===== src/rtl/kws_decision.sv =====
// kws_decision
//   Post-softmax decision stage of the keyword-spotting pipeline. A packed
//   probability vector is captured when the block is idle, scanned serially
//   for its argmax, and the winning class is run through a confidence
//   threshold and a consecutive-frame debounce to produce a detect pulse.
//   Frames offered while a scan is in flight are dropped and counted.
//
// Ports
//   clk          : rising-edge clock
//   rst_n        : synchronous reset, active HIGH despite the name
//   data_in      : packed scores, element i at [i*ACTIV_BITS +: ACTIV_BITS]
//   data_valid   : data_in valid this cycle
//   in_ready     : block is idle and will accept a frame
//   class_idx    : argmax index of the last completed frame
//   class_score  : score at class_idx
//   result_valid : one-cycle pulse, class_idx/class_score/detect are new
//   detect       : one-cycle pulse, debounce streak just reached HOLD_COUNT
//   drop_count   : saturating count of frames dropped while busy
module kws_decision #(
  parameter int INPUT_SIZE = 10,
  parameter int ACTIV_BITS = 8,
  parameter int IDX_BITS   = 4,
  parameter int THRESHOLD  = 128,
  parameter int HOLD_COUNT = 3
) (
  input  logic                             clk,
  input  logic                             rst_n,
  input  logic [INPUT_SIZE*ACTIV_BITS-1:0] data_in,
  input  logic                             data_valid,
  output logic                             in_ready,
  output logic [IDX_BITS-1:0]              class_idx,
  output logic [ACTIV_BITS-1:0]            class_score,
  output logic                             result_valid,
  output logic                             detect,
  output logic [7:0]                       drop_count
);

  typedef enum logic [1:0] {IDLE, SCAN, DONE} state_e;

  localparam logic [7:0]            HOLD   = 8'(HOLD_COUNT);
  localparam logic [ACTIV_BITS-1:0] THRESH = ACTIV_BITS'(THRESHOLD);

  state_e                          state_q, state_d;
  logic [INPUT_SIZE*ACTIV_BITS-1:0] frame_q, frame_d;
  logic [ACTIV_BITS-1:0]           max_q, max_d;
  logic [IDX_BITS-1:0]             idx_q, idx_d;
  logic [IDX_BITS-1:0]             ptr_q, ptr_d;
  logic [IDX_BITS-1:0]             class_idx_q, class_idx_d;
  logic [ACTIV_BITS-1:0]           class_score_q, class_score_d;
  logic                            result_valid_q, result_valid_d;
  logic                            detect_q, detect_d;
  logic [7:0]                      drop_count_q, drop_count_d;
  logic [7:0]                      streak_q, streak_d;
  logic [IDX_BITS-1:0]             last_idx_q, last_idx_d;

  logic [ACTIV_BITS-1:0]           cur_elem;
  logic [ACTIV_BITS-1:0]           scan_max;
  logic [IDX_BITS-1:0]             scan_idx;
  logic                            last_elem;
  logic                            hit;

  // State register and all datapath flops.
  always_ff @(posedge clk) begin
    if (rst_n) begin
      state_q        <= IDLE;
      frame_q        <= '0;
      max_q          <= '0;
      idx_q          <= '0;
      ptr_q          <= '0;
      class_idx_q    <= '0;
      class_score_q  <= '0;
      result_valid_q <= 1'b0;
      detect_q       <= 1'b0;
      drop_count_q   <= '0;
      streak_q       <= '0;
      last_idx_q     <= '0;
    end else begin
      state_q        <= state_d;
      frame_q        <= frame_d;
      max_q          <= max_d;
      idx_q          <= idx_d;
      ptr_q          <= ptr_d;
      class_idx_q    <= class_idx_d;
      class_score_q  <= class_score_d;
      result_valid_q <= result_valid_d;
      detect_q       <= detect_d;
      drop_count_q   <= drop_count_d;
      streak_q       <= streak_d;
      last_idx_q     <= last_idx_d;
    end
  end

  // Next-state logic.
  always_comb begin
    state_d = state_q;
    unique case (state_q)
      IDLE:    if (data_valid) state_d = SCAN;
      SCAN:    if (last_elem)  state_d = DONE;
      DONE:    state_d = IDLE;
      default: state_d = IDLE;
    endcase
  end

  // Element select by pointer match keeps the mux free of out-of-range
  // indexing when IDX_BITS covers more codes than INPUT_SIZE.
  always_comb begin
    cur_elem = '0;
    for (int i = 0; i < INPUT_SIZE; i++) begin
      if (ptr_q == IDX_BITS'(i)) cur_elem = frame_q[i*ACTIV_BITS +: ACTIV_BITS];
    end
    // Strictly greater so ties keep the lowest index.
    if (cur_elem > max_q) begin
      scan_max = cur_elem;
      scan_idx = ptr_q;
    end else begin
      scan_max = max_q;
      scan_idx = idx_q;
    end
    last_elem = (ptr_q == IDX_BITS'(INPUT_SIZE - 1));
    hit       = (scan_max >= THRESH);
  end

  // Datapath, debounce and drop counter.
  always_comb begin
    frame_d        = frame_q;
    max_d          = max_q;
    idx_d          = idx_q;
    ptr_d          = ptr_q;
    class_idx_d    = class_idx_q;
    class_score_d  = class_score_q;
    result_valid_d = 1'b0;
    detect_d       = 1'b0;
    drop_count_d   = drop_count_q;
    streak_d       = streak_q;
    last_idx_d     = last_idx_q;

    if (state_q == IDLE && data_valid) begin
      frame_d = data_in;
      max_d   = data_in[ACTIV_BITS-1:0];
      idx_d   = '0;
      ptr_d   = IDX_BITS'(1);
    end

    if (state_q == SCAN) begin
      max_d = scan_max;
      idx_d = scan_idx;
      ptr_d = ptr_q + IDX_BITS'(1);
      if (last_elem) begin
        class_idx_d    = scan_idx;
        class_score_d  = scan_max;
        result_valid_d = 1'b1;
        if (hit) begin
          if (streak_q != 8'd0 && scan_idx == last_idx_q) begin
            // Continuing streak: fire only on the step that reaches HOLD.
            if (streak_q < HOLD) begin
              streak_d = streak_q + 8'd1;
              detect_d = ((streak_q + 8'd1) == HOLD);
            end
          end else begin
            // New streak; fires immediately only when HOLD is 1.
            streak_d   = 8'd1;
            last_idx_d = scan_idx;
            detect_d   = (HOLD == 8'd1);
          end
        end else begin
          streak_d = 8'd0;
        end
      end
    end

    if (state_q != IDLE && data_valid && drop_count_q != 8'hFF) begin
      drop_count_d = drop_count_q + 8'd1;
    end
  end

  // Output logic.
  always_comb begin
    in_ready = (state_q == IDLE);
  end

  assign class_idx    = class_idx_q;
  assign class_score  = class_score_q;
  assign result_valid = result_valid_q;
  assign detect       = detect_q;
  assign drop_count   = drop_count_q;

endmodule


===== config.mk =====
export PLATFORM = sky130hd
export DESIGN_NAME = kws_decision
export DESIGN_NICKNAME = d
export VERILOG_FILES = /design/src/rtl/kws_decision.sv
export SDC_FILE = /design/constraint.sdc
export NUM_CORES = 1
export LEC_CHECK = 0
export ABC_AREA = 1
export ABC_CLOCK_PERIOD_IN_PS = 4300
export CAP_MARGIN = 25
export CORE_ASPECT_RATIO = 0.5
export CORE_UTILIZATION = 54
export CTS_CLUSTER_SIZE = 14
export DETAILED_ROUTE_END_ITERATION = 10
export PLACE_DENSITY = 0.85
export RECOVER_POWER = 25
export SYNTH_ARGS = -nofsm -noshare
export SYNTH_HDL_FRONTEND = slang
export SYNTH_SLANG_ARGS = --single-unit

===== constraint.sdc =====
create_clock -name clk -period 4.3 [get_ports clk]
set_input_delay 1.29 -clock clk [delete_from_list [all_inputs] [get_ports clk]]
set_output_delay 1.29 -clock clk [all_outputs]
set_load 0.02 [all_outputs]

==> results <==
-- routing by layer --
layer	global-route usage, %	routed length [µm]	vias to the layer above
li1	-	-	3171
met1	39.8	8090	2983
met2	46.1	7820	248
met5	0	0	-
met4	8.24	206	0
met3	6.28	1180	26
-- stage by stage --
step           area, µm²  setup WS [ns]  util, %  total power, mW
2_1_floorplan       6360          0.907        -             1.87
3_3_place_gp        7540          0.184     67.2             2.07
3_5_place_dp        7540         0.0255     67.2             2.09
4_1_cts             8150         0.0665     72.7             3.57
5_1_grt             8180         0.0125     72.9             3.76
6_report            8180          0.322     72.9             3.60
-- layout make-up --
| class | count | area share [%] |
|---|---|---|
| clock buffer | 19 | 5.54 |
| clock inverter | 12 | 1.88 |
| inverter | 88 | 4.21 |
| multi-input combinational | 672 | 39.8 |
| sequential | 132 | 32.3 |
| tap | 159 | 2.43 |
| timing repair buffer | 116 | 13.8 |
-- cell families (layout without fill, tap and decap cells) --
family | after synthesis | count (layout) | synth area share [%]
xor+xnor | 2 | 2 | 0.275
buf+inv | 128 | 235 | 7.96
simple gates | 505 | 505 | 34.5
compound gates | 149 | 149 | 12.5
flops | 132 | 132 | 41.5
fa+ha+maj | 16 | 16 | 3.15
-- tightest hold or removal path: stages, from the launching register on --
cell and delay, ns:
dfxtp_1 0.30, inv_1 0.06, a21oi_1 0.05
-- where the power goes --
group	total (mW)	switching, mW	internal [mW]
Combinational	0.740	0.476	0.264
Sequential	1.37	0.0541	1.31
Clock	1.49	0.554	0.940
Total	3.60	1.08	2.52
-- cell usage in the layout, fill, tap and decap left out, types with 2 or more instances in the layout --
master / n
nor2_1: 199
clkbuf_16: 17
ha_1: 15
nor3_1: 3
inv_2: 4
bufinv_16: 3
a211oi_1: 2
inv_4: 4
nand3_2: 5
inv_1: 78
o21ai_0: 93
nand4_1: 3
clkbuf_8: 2
o22ai_1: 2
nand2_1: 193
a21oi_1: 31
nor2_2: 4
clkdlybuf4s50_1: 103
nand3b_1: 5
dlygate4sd3_1: 2
nand2_2: 3
o21ai_1: 4
buf_4: 8
xor2_1: 2
inv_6: 2
or2_2: 9
o211ai_1: 10
nand2_4: 5
nand3_4: 2
o31ai_1: 2
nand3_1: 60
nor3_2: 5
clkinvlp_4: 4
nor2_4: 4
clkinv_2: 3
dfxtp_1: 131
-- registers in the layout (all words and copies together), names as in the netlist --
| name | cells |
|---|---|
| last_idx_q | 4 |
| class_idx | 4 |
| streak_q | 8 |
| idx_q | 4 |
| max_q | 8 |
| class_score | 8 |
| state_q | 2 |
| detect | 1 |
| frame_q | 80 |
| result_valid | 1 |
| drop_count | 8 |
| ptr_q | 4 |
-- what timing repair did --
action / in CTS / in global routing
gates resized for setup: 1 / 15
cloned: 0 / 0
endpoints found under the setup margin: 2 / 22
-- worst paths after layout --
kind / startpoint / end / slack (ns) / cells past startpoint
worst max-delay path: ptr_q[1] / streak_q[1] / 0.32 / 33
worst min-delay path: frame_q[70] / frame_q[70] / 0.45 / 2
worst max register to register: ptr_q[1] / streak_q[1] / 0.32 / 33
worst min register to register: frame_q[70] / frame_q[70] / 0.45 / 2
==> flow_summary_export.csv <==
group,metric,value,unit
sta,maxSlewHeadroom,7.50,%
cts,cts_inserted_buffers,17,
run_status,outcome,"finished clean",
route,drcViolationCount,0,
floorplan,io_pins,106,
cts,cts_hold_buf,0,
synth,synth_top_cell_by_area,"dfxtp_1",
synth,async_flop_share,0,%
synth,synth.distinct_cells,42,
synth,synth_edf_count,0,
layout,multi_input_area,3250,µm²
layout,insertedDiodeCount,0,
sta,fmax,251,MHz
power,p_leak,3.55,nW
sta,rsz0062_at_grt,"no",
floorplan,die-area,12200,µm²
place,dp_hpwl,12100,µm
route,finalWirelength,17300,µm
synth,ys_seq_elements,132,
critical_path,crit_required,4.61,ns
global_route,grtUsageTotal,29.0,%
route,drtPass1Iterations,5,
global_route,grt.overflow.total,0,
sta,finalHoldViolCount,0,
layout,final_nets,1126,
synth,synthTopCellsByArea,"dfxtp_1, nor2_1, nand2_1, o21ai_0, nand3_1",
critical_path,critPathTopFamily,"simple AND/OR/NAND/NOR gates",
global_route,grt_max_degree,88,
critical_path,end_kind,"register",
global_route,grt_pass1_vias,5794,
synth,synthTopCellsByCount,"nor2_1, nand2_1, dfxtp_1",
cts,numClockSinks,132,
sta,tightest_slew,1.39,ns
cts,cts_root_buf,"clkbuf_16",
critical_path,path_buf_inv,5,
synth,synth_cells,932,
synth,synth.avg_cell_area,6.83,µm²
floorplan,start_util,56.7,%
route,ant_nets,0,
global_route,grt_pass1_wl,27900,µm
cts,cts_buffer_depth,2,
route,viasPerCell,5.37,
layout,register_area,2640,µm²
cts,clkLatencyLatePin,0.42,ns
worst_hold_path,worstHoldPathType,"register to register",
layout,fillCellCount,898,
sta,whs,0.454,ns
synth,synth_flop_cell,"dfxtp_1",
critical_path,worst_path_largest_cell_delay,0.35,ns
sta,setup_tns,0,ns
synth,yosysTopAreaCellShare,41.5,%
cts,cts_tree,"yes",
run,cap_violations,0,
sta,period_minus_slack,3.98,ns
synth,ys_seq_area_share,41.5,%
cts,clk_pin_slew,0.06,ns
global_route,antenna_found_initial,0,
route,drtIter0Drc,537,
synth,yosysMostFrequentCell,"nor2_1",
critical_path,cpMaxStageDelayCell,"dfxtp_1",
synth,syn_area,6360,µm²
floorplan,rows,27,
synth,ys_warn_count,0,
layout,finalNonFillerCells,1198,
cts,postCtsSetupBuffers,0,
critical_path,worstPathMaxFanout,13,
power,vdd_drop_max,268,µV
sta,skew,0.0144,ns
critical_path,worstPathArrival,4.29,ns
floorplan,die_w,156,µm
synth,syn_nets,1031,
sta,slew_viol_final,0,
floorplan,fp.coreArea,11200,µm²
critical_path,startpoint_type,"register",
route,post_drt_wl_per_cell,14.4,µm
critical_path,cpMostUsedCell,"nand2_1",
layout,post_route_cells_drive_above_1_share,8.66,%
route,dr_total_vias,6428,
sta,fin_crit_sh,92.5,%
critical_path,crit_type,"register to register",
place,routabilityCongestion,0.957,
floorplan,die_y,78.8,µm
power,power_density,440,nW/µm²
sta,setup_viol,0,
cts,h-tree-depth,4,
place,io_buffer_count,105,
place,dp_cells,1167,
layout,area_growth,28.5,%
Power figures use the tool's default switching activity.
